## src/rtl/pipe_ctrl_chain.sv

```systemverilog
// Chain of pipeline control registers (ID..WB) carrying valid, control word and PC tag,
// with decode-stage stall/bubble insertion, flush, and saturating bubble/retire counters.
module pipe_ctrl_chain #(
  parameter int CW     = 16,
  parameter int PCW    = 8,
  parameter int STAGES = 4,
  parameter int CNTW   = 16
) (
  input  logic                  clk,
  input  logic                  reset,
  input  logic                  in_valid,
  input  logic [CW-1:0]         in_ctrl,
  input  logic [PCW-1:0]        in_pc,
  input  logic                  stall,
  input  logic                  flush,
  output logic                  in_ready,
  output logic [STAGES-1:0]     stage_valid,
  output logic [STAGES*CW-1:0]  stage_ctrl,
  output logic [STAGES*PCW-1:0] stage_pc,
  output logic [CNTW-1:0]       bubble_cnt,
  output logic [CNTW-1:0]       retire_cnt
);

  localparam logic [CNTW-1:0] CNT_ONE = CNTW'(1);
  localparam logic [CNTW-1:0] CNT_MAX = '1;

  assign in_ready = ~stall;

  // Invalid slots always carry a zero control word and PC, so consumers never need to gate.
  always_ff @(posedge clk) begin
    if (reset) begin
      stage_valid <= '0;
      stage_ctrl  <= '0;
      stage_pc    <= '0;
      bubble_cnt  <= '0;
      retire_cnt  <= '0;
    end else begin
      if (flush) begin
        stage_valid[0]      <= 1'b0;
        stage_ctrl[0 +: CW] <= '0;
        stage_pc[0 +: PCW]  <= '0;
      end else if (!stall) begin
        stage_valid[0]      <= in_valid;
        stage_ctrl[0 +: CW] <= in_valid ? in_ctrl : '0;
        stage_pc[0 +: PCW]  <= in_valid ? in_pc : '0;
      end

      if (stall) begin
        stage_valid[1]       <= 1'b0;
        stage_ctrl[CW +: CW] <= '0;
        stage_pc[PCW +: PCW] <= '0;
      end else begin
        stage_valid[1]       <= stage_valid[0];
        stage_ctrl[CW +: CW] <= stage_ctrl[0 +: CW];
        stage_pc[PCW +: PCW] <= stage_pc[0 +: PCW];
      end

      for (int k = 2; k < STAGES; k++) begin
        stage_valid[k]         <= stage_valid[k-1];
        stage_ctrl[k*CW +: CW] <= stage_ctrl[(k-1)*CW +: CW];
        stage_pc[k*PCW +: PCW] <= stage_pc[(k-1)*PCW +: PCW];
      end

      if (stall && (bubble_cnt != CNT_MAX))
        bubble_cnt <= bubble_cnt + CNT_ONE;
      if (stage_valid[STAGES-1] && (retire_cnt != CNT_MAX))
        retire_cnt <= retire_cnt + CNT_ONE;
    end
  end

endmodule

```

## config.mk

```make
export PLATFORM = sky130hd
export DESIGN_NAME = pipe_ctrl_chain
export DESIGN_NICKNAME = d
export VERILOG_FILES = /design/src/rtl/pipe_ctrl_chain.sv
export SDC_FILE = /design/constraint.sdc
export NUM_CORES = 1
export LEC_CHECK = 0
export ABC_CLOCK_PERIOD_IN_PS = 2000
export CAP_MARGIN = 20
export CORE_AREA = 8 8 127 106
export CTS_BUF_LIST = sky130_fd_sc_hd__clkbuf_16
export DETAILED_ROUTE_END_ITERATION = 12
export DIE_AREA = 0 0 135 114
export GPL_ROUTABILITY_DRIVEN = 0
export PLACE_DENSITY = 0.84
export SLEW_MARGIN = 15
export SYNTH_ARGS = -nofsm -noshare
export SYNTH_HDL_FRONTEND = slang
export SYNTH_SLANG_ARGS = --single-unit
```

## constraint.sdc

```tcl
create_clock -name clk -period 2 [get_ports clk]
set_clock_uncertainty 0.1 [all_clocks]
set_input_delay 0.4 -clock clk [delete_from_list [all_inputs] [get_ports clk]]
set_output_delay 0.4 -clock clk [all_outputs]
set_load 0.005 [all_outputs]
```

==> results of run 1 <==
power groups by stage:
stage | logic, mW | registers [mW] | clock network, mW
3_3_place_gp | 0.229 | 2.72 | 0
5_1_grt | 0.255 | 2.67 | 3.64
2_1_floorplan | 0.0864 | 2.72 | 0
4_1_cts | 0.236 | 2.67 | 3.51
6_report | 0.233 | 2.67 | 3.44
3_5_place_dp | 0.234 | 2.72 | 0
registers in the layout (all words and copies together) (netlist names):
| name | count |
|---|---|
| retire_cnt | 16 |
| stage_ctrl | 64 |
| stage_valid | 4 |
| stage_pc | 32 |
| bubble_cnt | 16 |
per-stage QoR:
step	hold slack (ps)	worst slack (ps)	total power, mW
3_5_place_dp	353	-506	2.96
6_report	299	77.5	6.34
2_1_floorplan	362	48.8	2.81
4_1_cts	296	24.9	6.41
3_3_place_gp	349	-376	2.95
5_1_grt	336	3.93	6.57
metal layers:
metal | GRT usage, % | up-vias
li1 | - | 1894
met2 | 29.5 | 127
met5 | 0 | -
met4 | 5.98 | 0
met3 | 6.77 | 14
met1 | 18.3 | 1850
cell type report:
type	instances	area, µm²
clock buffer	17	425
multi-input combinational	276	1710
sequential	132	2650
fill	878	4230
inverter	5	18.8
timing repair buffer	192	1850
clock inverter	13	231
tap	148	185
final timing paths:
| check | to | startpoint | cells past startpoint | slack, ps |
|---|---|---|---|---|
| worst min register to register | stage_pc[23] | stage_pc[15] | 1 | 360 |
| worst max-delay path | bubble_cnt[5] | bubble_cnt[5] | 2 | 80 |
| worst min-delay path | retire_cnt[13] | reset | 3 | 300 |
| worst max register to register | bubble_cnt[13] | bubble_cnt[9] | 5 | 100 |
cells by family (layout without fill, tap and decap cells):
group           after synthesis  count (layout)  synth area share [%]
compound gates               65              65                  9.64
flops                       132             132                  59.5
simple gates                196             196                  24.9
fa+ha+maj                     2               2                 0.564
mux                          12              12                  2.85
xor+xnor                      1               1                 0.197
buf+inv                      27             227                  2.31
Yosys cell counts, drive strengths merged (7+ instances only):
cell type  instances
nand3             12
nand2              9
nand4              9
o21ai             10
and2              25
dfxtp            132
or3                9
nor4               8
mux2i              7
nor2              45
a21oi             16
clkbuf            18
a22oi             24
nor2b             55
nor3               8
worst max-delay path: cells and delay by family (launching register included):
| kind | cells | cell delay [ps] |
|---|---|---|
| buffers and inverters | 2 | 650 |
| flip-flops | 1 | 370 |
repair_timing:
| action | in CTS | in global routing |
|---|---|---|
| cloned | 0 | 0 |
| hold buffers | 0 | 0 |
| resized for setup | 1 | 6 |
| pin swaps | 0 | 1 |
| setup endpoints to repair | 25 | 6 |
==> flow_metrics.py, run 1 <==
metrics = {
    "run": {
        "cap_violations": 0,
    },
    "power": {
        "pwr-share-comb_pct": 3.7,
        "pwr-share-clk_pct": 54.2,
        "p_per_area_nw_per_um2": 897,
        "switching_share_pct": 19.5,
        "seq_power_share_pct": 42.1,
        "power_switching_mw": 1.24,
        "internal_power_mw": 5.10,
        "p_leak_nw": 2.58,
        "ir_drop_uv": 586,
    },
    "final_layout": {
        "stdcell_count": 783,
        "diodes": 0,
        "nets": 655,
        "syn_to_final_growth_pct": 59.3,
        "final_area_um2": 7070,
        "final_cell_mix": "clkdlybuf4s50_1, dfxtp_1, nor2b_1",
        "final_common_cell": "clkdlybuf4s50_1",
        "drive_gt1_share_pct": 12.1,
        "finish.utilization_pct": 62.6,
    },
    "clock_network": {
        "root_buffer": "clkbuf_16",
        "numCtsBuffers": 17,
        "clk_latency_ps": 400,
        "clock-sinks": 132,
        "cts.reportedPaths.clkPinSlew_ps": 60,
        "clk_path_buf_depth": 2,
        "h-tree-depth": 4,
        "cts_tree": "yes",
        "post_cts_buffers": 0,
    },
    "global_routing": {
        "grt_usage_pct": 16.9,
        "antenna_found_initial": 0,
        "grt_overflow_total": 0,
        "grt_pass1_wl_mm": 20.4,
        "grt_pass1_vias": 3776,
        "grt_max_degree": 35,
    },
    "floorplanning": {
        "rows": 35,
        "dieArea_um2": 15400,
        "core_um2": 11300,
        "die_w_um": 135,
        "ioPinCount": 162,
        "die_height_um": 114,
        "initial_core_util_pct": 39.3,
    },
    "synth": {
        "synthCells": 435,
        "synth.top_cell.area_share_pct": 59.5,
        "syn_avg_cell_area_um2": 10.2,
        "async_reset_ff_share_pct": 0,
        "synth_nets": 466,
        "synth.distinct_cells": 36,
        "ys_ff_latch": 132,
        "synth_flop_cell": "dfxtp_1",
        "synth.area.top_cells": "dfxtp_1, nor2b_1, a22oi_1",
        "synth_area_leader_cell": "dfxtp_1",
        "yosysWarnings": 0,
        "synth-edff-count": 0,
        "syn_area_um2": 4440,
        "ys_seq_area_share_pct": 59.5,
    },
    "placement": {
        "port_buffers": 161,
        "place_area_um2": 6390,
        "placedCellCount": 753,
        "place_hpwl_mm": 9.57,
    },
    "timing": {
        "period_minus_slack_ps": 1920,
        "fmax_mhz": 520,
        "post-route-period-util_pct": 96.1,
        "tns_ps": 0,
        "rsz0062_at_grt": "false",
        "setup_viol": 0,
        "tightest_slew_ps": 709,
        "hold_viol_final": 0,
        "maxSlewViolCount": 0,
        "relSlewSlack_pct": 52.6,
    },
    "setup_path": {
        "slowest_delay_ps": 500,
        "crit_fanout": 5,
        "worst_ep_arrival_time_ps": 1420,
        "crit_path_cell_trace": "buf_4 -> clkdlybuf4s50_1",
        "crit_path_start_kind": "flop",
        "crit_slowest_cell": "clkdlybuf4s50_1",
        "required_ps": 1500,
        "path_class": "flop to output pin",
        "end_kind": "output pin",
    },
    "detailed_routing": {
        "wire_per_inst_um": 16.5,
        "route.met3.wl_um": 950,
        "drc": 0,
        "dr.pass1.iters": 6,
        "wl_met1_mm": 5.18,
        "first_iter_violations": 249,
        "vias_per_cell": 4.96,
        "wirelength_mm": 12.9,
        "met2_length_mm": 6.64,
        "top_layer": "met4",
        "vias": 3885,
        "ant_nets": 0,
    },
    "run_status": {
        "status": "completed",
    },
    "hold_path": {
        "hold_path_class": "primary input to flop",
    },
}
No activity file was read; power rests on OpenSTA's default activity.
==> run 2: changes to the inputs <==
- TNS_END_PERCENT: default -> 100
==> results of run 2 <==
The final DEF is identical to that of run 1; final timing and power are the same.
